### src/rtl/riscv_alu_pkg.sv
// Shared definitions for the ALU arbiter and the decode stage: op codes,
// strobe width and the arbiter state encoding.
package riscv_alu_pkg;

  localparam logic [3:0] ALU_OP_ADD  = 4'd0;
  localparam logic [3:0] ALU_OP_SUB  = 4'd1;
  localparam logic [3:0] ALU_OP_OR   = 4'd2;
  localparam logic [3:0] ALU_OP_XOR  = 4'd3;
  localparam logic [3:0] ALU_OP_AND  = 4'd4;
  localparam logic [3:0] ALU_OP_SLL  = 4'd5;
  localparam logic [3:0] ALU_OP_SRL  = 4'd6;
  localparam logic [3:0] ALU_OP_SRA  = 4'd7;
  localparam logic [3:0] ALU_OP_SLTU = 4'd8;
  localparam logic [3:0] ALU_OP_SLT  = 4'd9;

  localparam int ALU_SEL_W = 10;

  typedef enum logic [1:0] {
    S_IDLE  = 2'd0,
    S_ISSUE = 2'd1,
    S_WAIT  = 2'd2,
    S_RESP  = 2'd3
  } arb_state_t;

endpackage

### src/rtl/riscv_alu_op_decode.sv
// Op code to one-hot ALU strobe decode; codes outside 0..9 give no strobe
// and raise the illegal flag.
module riscv_alu_op_decode
  import riscv_alu_pkg::*;
(
  input  logic [3:0]           op,
  output logic [ALU_SEL_W-1:0] sel,
  output logic                 illegal
);

  always_comb begin
    sel     = '0;
    illegal = 1'b0;
    case (op)
      ALU_OP_ADD:  sel[0] = 1'b1;
      ALU_OP_SUB:  sel[1] = 1'b1;
      ALU_OP_OR:   sel[2] = 1'b1;
      ALU_OP_XOR:  sel[3] = 1'b1;
      ALU_OP_AND:  sel[4] = 1'b1;
      ALU_OP_SLL:  sel[5] = 1'b1;
      ALU_OP_SRL:  sel[6] = 1'b1;
      ALU_OP_SRA:  sel[7] = 1'b1;
      ALU_OP_SLTU: sel[8] = 1'b1;
      ALU_OP_SLT:  sel[9] = 1'b1;
      default:     illegal = 1'b1;
    endcase
  end

endmodule

### src/rtl/riscv_alu_arbiter.sv
// Shares one registered-output ALU between NREQ requesters with a valid/ready
// request and response channel. RISCV_ALU_ARB_RR_EN selects round-robin grant.
module riscv_alu_arbiter
  import riscv_alu_pkg::*;
#(
  parameter int NREQ = 2,
  parameter int XLEN = 32
) (
  input  logic                     clk,
  input  logic                     rst,
  input  logic [NREQ-1:0]          req_valid,
  output logic [NREQ-1:0]          req_ready,
  input  logic [4*NREQ-1:0]        req_op,
  input  logic [XLEN*NREQ-1:0]     req_a,
  input  logic [XLEN*NREQ-1:0]     req_b,
  output logic [XLEN-1:0]          alu_a,
  output logic [XLEN-1:0]          alu_b,
  output logic [ALU_SEL_W-1:0]     alu_sel,
  input  logic [XLEN-1:0]          alu_result,
  output logic                     rsp_valid,
  output logic [$clog2(NREQ)-1:0]  rsp_id,
  output logic [XLEN-1:0]          rsp_data,
  input  logic                     rsp_ready
);

  localparam int ID_W = $clog2(NREQ);

  arb_state_t            state;
  logic                  grant_any;
  logic [ID_W-1:0]       grant_id;
  logic                  can_accept;
  logic                  accept;
  logic [3:0]            sel_op;
  logic [ALU_SEL_W-1:0]  sel_dec;
  logic                  illegal_dec;
  logic                  illegal_p0;
  logic [ID_W-1:0]       id_p0;

`ifdef RISCV_ALU_ARB_RR_EN
  // Holds the index where the next search starts, i.e. last grant + 1.
  logic [ID_W-1:0]       ptr;

  always_comb begin
    grant_any = 1'b0;
    grant_id  = '0;
    for (int k = 0; k < NREQ; k++) begin
      if (!grant_any && req_valid[(int'(ptr) + k) % NREQ]) begin
        grant_any = 1'b1;
        grant_id  = ID_W'((int'(ptr) + k) % NREQ);
      end
    end
  end

  always_ff @(posedge clk or negedge rst) begin
    if (!rst) begin
      ptr <= '0;
    end else if (accept) begin
      ptr <= (grant_id == ID_W'(NREQ - 1)) ? '0 : grant_id + 1'b1;
    end
  end
`else
  always_comb begin
    grant_any = 1'b0;
    grant_id  = '0;
    for (int i = NREQ - 1; i >= 0; i--) begin
      if (req_valid[i]) begin
        grant_any = 1'b1;
        grant_id  = ID_W'(i);
      end
    end
  end
`endif

  // A new request may enter from IDLE, or from RESP in the cycle the response drains.
  assign can_accept = (state == S_IDLE) || ((state == S_RESP) && rsp_ready);
  assign accept     = rst && can_accept && grant_any;
  assign sel_op     = req_op[4*grant_id +: 4];

  always_comb begin
    req_ready = '0;
    if (accept) req_ready[grant_id] = 1'b1;
  end

  riscv_alu_op_decode u_op_decode (
    .op      (sel_op),
    .sel     (sel_dec),
    .illegal (illegal_dec)
  );

  always_ff @(posedge clk or negedge rst) begin
    if (!rst) begin
      state      <= S_IDLE;
      alu_a      <= '0;
      alu_b      <= '0;
      alu_sel    <= '0;
      illegal_p0 <= 1'b0;
      id_p0      <= '0;
      rsp_valid  <= 1'b0;
      rsp_id     <= '0;
      rsp_data   <= '0;
    end else begin
      case (state)
        S_IDLE:  if (accept) state <= S_ISSUE;
        S_ISSUE: state <= S_WAIT;
        // ALU output is valid during WAIT; capture it and release the strobes.
        S_WAIT: begin
          alu_sel   <= '0;
          rsp_data  <= illegal_p0 ? '0 : alu_result;
          rsp_id    <= id_p0;
          rsp_valid <= 1'b1;
          state     <= S_RESP;
        end
        S_RESP: begin
          if (rsp_ready) begin
            rsp_valid <= 1'b0;
            state     <= accept ? S_ISSUE : S_IDLE;
          end
        end
        default: state <= S_IDLE;
      endcase

      // Request acceptance: operands go straight to the ALU registers.
      if (accept) begin
        alu_a      <= req_a[XLEN*grant_id +: XLEN];
        alu_b      <= req_b[XLEN*grant_id +: XLEN];
        alu_sel    <= sel_dec;
        illegal_p0 <= illegal_dec;
        id_p0      <= grant_id;
      end
    end
  end

endmodule

### config.mk
export PLATFORM = sky130hd
export DESIGN_NAME = riscv_alu_arbiter
export DESIGN_NICKNAME = d
export VERILOG_FILES = /design/src/rtl/riscv_alu_pkg.sv /design/src/rtl/riscv_alu_op_decode.sv /design/src/rtl/riscv_alu_arbiter.sv
export SDC_FILE = /design/constraint.sdc
export NUM_CORES = 1
export LEC_CHECK = 0
export ABC_CLOCK_PERIOD_IN_PS = 2700
export CORE_MARGIN = 1.5
export CORE_UTILIZATION = 45
export CTS_CLUSTER_DIAMETER = 100
export CTS_CLUSTER_SIZE = 40
export DETAILED_ROUTE_END_ITERATION = 12
export DONT_BUFFER_PORTS = 1
export GPL_TIMING_DRIVEN = 0
export SKIP_CTS_REPAIR_TIMING = 1
export SLEW_MARGIN = 40
export SYNTH_ARGS = -nofsm -noshare
export SYNTH_HDL_FRONTEND = slang
export SYNTH_HIERARCHICAL = 1
export SYNTH_SLANG_ARGS = --single-unit
### constraint.sdc
create_clock -name clk -period 2.7 [get_ports clk]
set_input_delay 0.54 -clock clk [delete_from_list [all_inputs] [get_ports clk]]
set_output_delay 0.54 -clock clk [all_outputs]
set_load 0.05 [all_outputs]
==> run metrics <==
Avg Inst Size Synth ~14 µm²; Combinational Power Share 0.241; drt via density between 5 and 6; outcome complete, but fails checks; Max IR drop VDD 0.723 mV; Leakage between 3 and 4 nW; 1st-pass router iterations 5; synthesized instance count between 400 and 500; Sink Count between 100 and 150; Worst R2R Path Depth 7; Final min period between 2000 and 3000 ps; TritonCTS clock tree yes; total global routing overflow 0; RSZ-0062 raised after global routing no; clk_skew ~5.7 ps; Antenna Cells 0; Via Count between 3,000 and 4,000; first-pass GRT wire length 19.4 mm; starting density of the core 0.461; Synth top area share 0.457; Setup-failing EPs final 0; Reg-to-Reg Start state[0]; period utilization 0.931; CTS root buf clkbuf_16; clock-pin slew on the worst setup and hold paths roughly 70 ps; crit path kind reg -> out; clock network power share 0.145; final hold slack -116 ps; YS warnings 6; min setup slack post-route 187 ps; Total GRT Usage 0.177; Psw about 4.6 mW; Routed wire per std cell 20.5 µm; Iter 0 DRT Violations roughly 140; H-tree depth 3; DRC viols 0; sequential share of the synthesized area 0.457; Max Root-Sink Buffers 2; Final Hold Viols 112; fmax between 0.3 and 0.4 GHz; flops & latches, synth approximately 110; # nets final roughly 620; Worst-Margin Slew around 550 ps; synth unique cells 29; Post-Layout Cell Count roughly 620; IO Pins approximately 280; crit-path max FO 10; clk_lat worst skew 350 ps; final wirelength 12.8 mm; layout cells sized above 1 0.453; die area 0.0143 mm²; Post-Syn Area about 0.006 mm²; Pwr Density roughly 1400 mW/mm²; vias in the first global route about 3,500; Fill cells approximately 1,100; switching power share of the total 0.510; Post-DP HPWL 9.49 mm; largest net degree at the start of global routing roughly 120; Die H around 120 µm; die span in x about 120 µm; Int Pwr around 4.4 mW; Slew headroom 0.631; Setup crit start kind flip-flop; Crit path required time between 2000 and 2500 ps; R2R Path End rsp_data[7]; crit path DAT 1970 ps; failing checks negative hold slack; Area growth syn-to-layout 8.87%; CORE AREA 0.0133 mm²; cell count after placement slightly above 600; Min-Delay Path Class in -> async; sequential power share 0.613; post-synth top area cell dfrtp_1; crit end category output pin; Area contributors post-synth dfrtp_1 46%, mux2_4 32%, nand3b_1 3.9%; port bufs 0; floorplan row count 42; Setup WS pre-CTS about 260 ps; reg-to-reg slack, setup around 630 ps; total CTS buffers 9; RePlAce Congestion just over 0.7; Max Cap Viol 0; Final Max Tran Viols 0; Routed Antenna Nets 0; initial antenna violation count 0; Net Count, Synth between 600 and 700
flip-flops by register name (all words and copies together), names as in the netlist:
name,cells
state,2
alu_sel,10
id_p0,1
rsp_data,32
alu_a,32
illegal_p0,1
alu_b,32
rsp_valid,1
rsp_id,1
cell usage in the layout (no fill, tap or decap):
master,count
buf_6,7
a211o_1,1
and4bb_2,4
buf_12,7
nor3_1,1
o21ai_2,1
a21oi_1,2
o21a_1,1
nor2_4,1
o21ai_0,32
clkinv_4,2
nor4_2,1
nor2b_4,1
nand3b_1,32
mux2_4,130
nor2_1,2
nor4b_2,4
dfrtp_1,112
inv_6,2
nor2b_1,11
mux2_2,16
and2_4,1
a22oi_1,1
clkbuf_1,7
o211a_1,1
and4b_1,1
ha_1,4
inv_1,35
buf_4,7
o22ai_1,1
nor3_2,1
clkbuf_16,9
buf_2,5
clkbuf_8,3
worst max-delay path, stage by stage (launching register included):
cell and delay (ps):
dfrtp_1 410, inv_1 80, ha_1 210, a21oi_1 290, nor2_4 80, buf_6 170, buf_6 170, and2_4 220
power by group through the flow:
stage                     registers [mW]  logic, mW  clock network [mW]
after global placement              5.61       2.13                   0
after floorplan                     5.38       1.90                   0
after global routing                5.67       2.41                1.44
after detailed placement            5.61       2.22                   0
after CTS                           5.59       2.22                1.37
final                               5.57       2.19                1.32
through the flow:
stage | instance area (µm²) | util | power, mW | hold WS, ps | setup TNS (ps)
after CTS | 6670 | 0.502 | 9.17 | -138 | -137
after global routing | 6680 | 0.502 | 9.52 | -142 | 0
after floorplan | 6130 | - | 7.28 | 244 | 0
final | 6680 | 0.502 | 9.08 | -116 | 0
after global placement | 6350 | 0.478 | 7.74 | 247 | -61.1
after detailed placement | 6370 | 0.479 | 7.82 | 247 | 0
cells in the mapped netlist:
cell type  number
mux2_4        130
dfrtp_1       112
inv_1          35
nand3b_1       32
o21ai_0        32
mux2_2         16
nor2b_1        11
buf_12          7
buf_6           7
clkbuf_1        7
buf_2           5
buf_4           5
and4bb_2        4
ha_1            4
nor4b_2         4
a21oi_1         2
nor2_1          2
nor3_1          2
a211o_1         1
a22oi_1         1
and2_1          1
and4b_1         1
nor2_4          1
nor2b_4         1
nor4_2          1
o211a_1         1
o21a_1          1
o21ai_2         1
o22ai_1         1
logic make-up (layout without fill, tap and decap cells):
kind of cell             count (synthesis)  after routing  share of synthesized area
AND/OR/NAND/NOR                         60             60                     0.0800
AO/OA/AOI/OAI                           40             40                     0.0357
flip-flops                             112            112                      0.457
buffers and inverters                   66             84                     0.0716
adder cells (fa/ha/maj)                  4              4                    0.00816
multiplexers                           146            146                      0.348
worst max path at each step:
stage / from / end / slack (ps) / depth (start not counted)
floorplan: req_valid[1] / req_ready[0] / 130 / 4
global placement: req_valid[1] / req_ready[0] / -60 / 4
detailed placement: state[0] / req_ready[1] / 260 / 7
CTS: state[0] / req_ready[1] / -140 / 7
global route: state[0] / req_ready[1] / 30 / 7
finish: state[1] / req_ready[1] / 190 / 7
routing by layer:
metal	routed length, µm	track usage
met4	259	0.0729
met3	1060	0.0499
met5	0	0
met1	5040	0.210
met2	6410	0.303
cell type report:
cell class	count	area [µm²]	area share
plain buffers	31	308	0.0461
well taps	176	220	0.0330
repair buffers	2	15.0	0.00225
flip-flops and latches	112	2800	0.420
inverters	35	131	0.0197
clock inverters	4	35.0	0.00525
multi-input cells	250	2900	0.434
clock buffers	12	267	0.0399
Power figures use the tool's default switching activity.
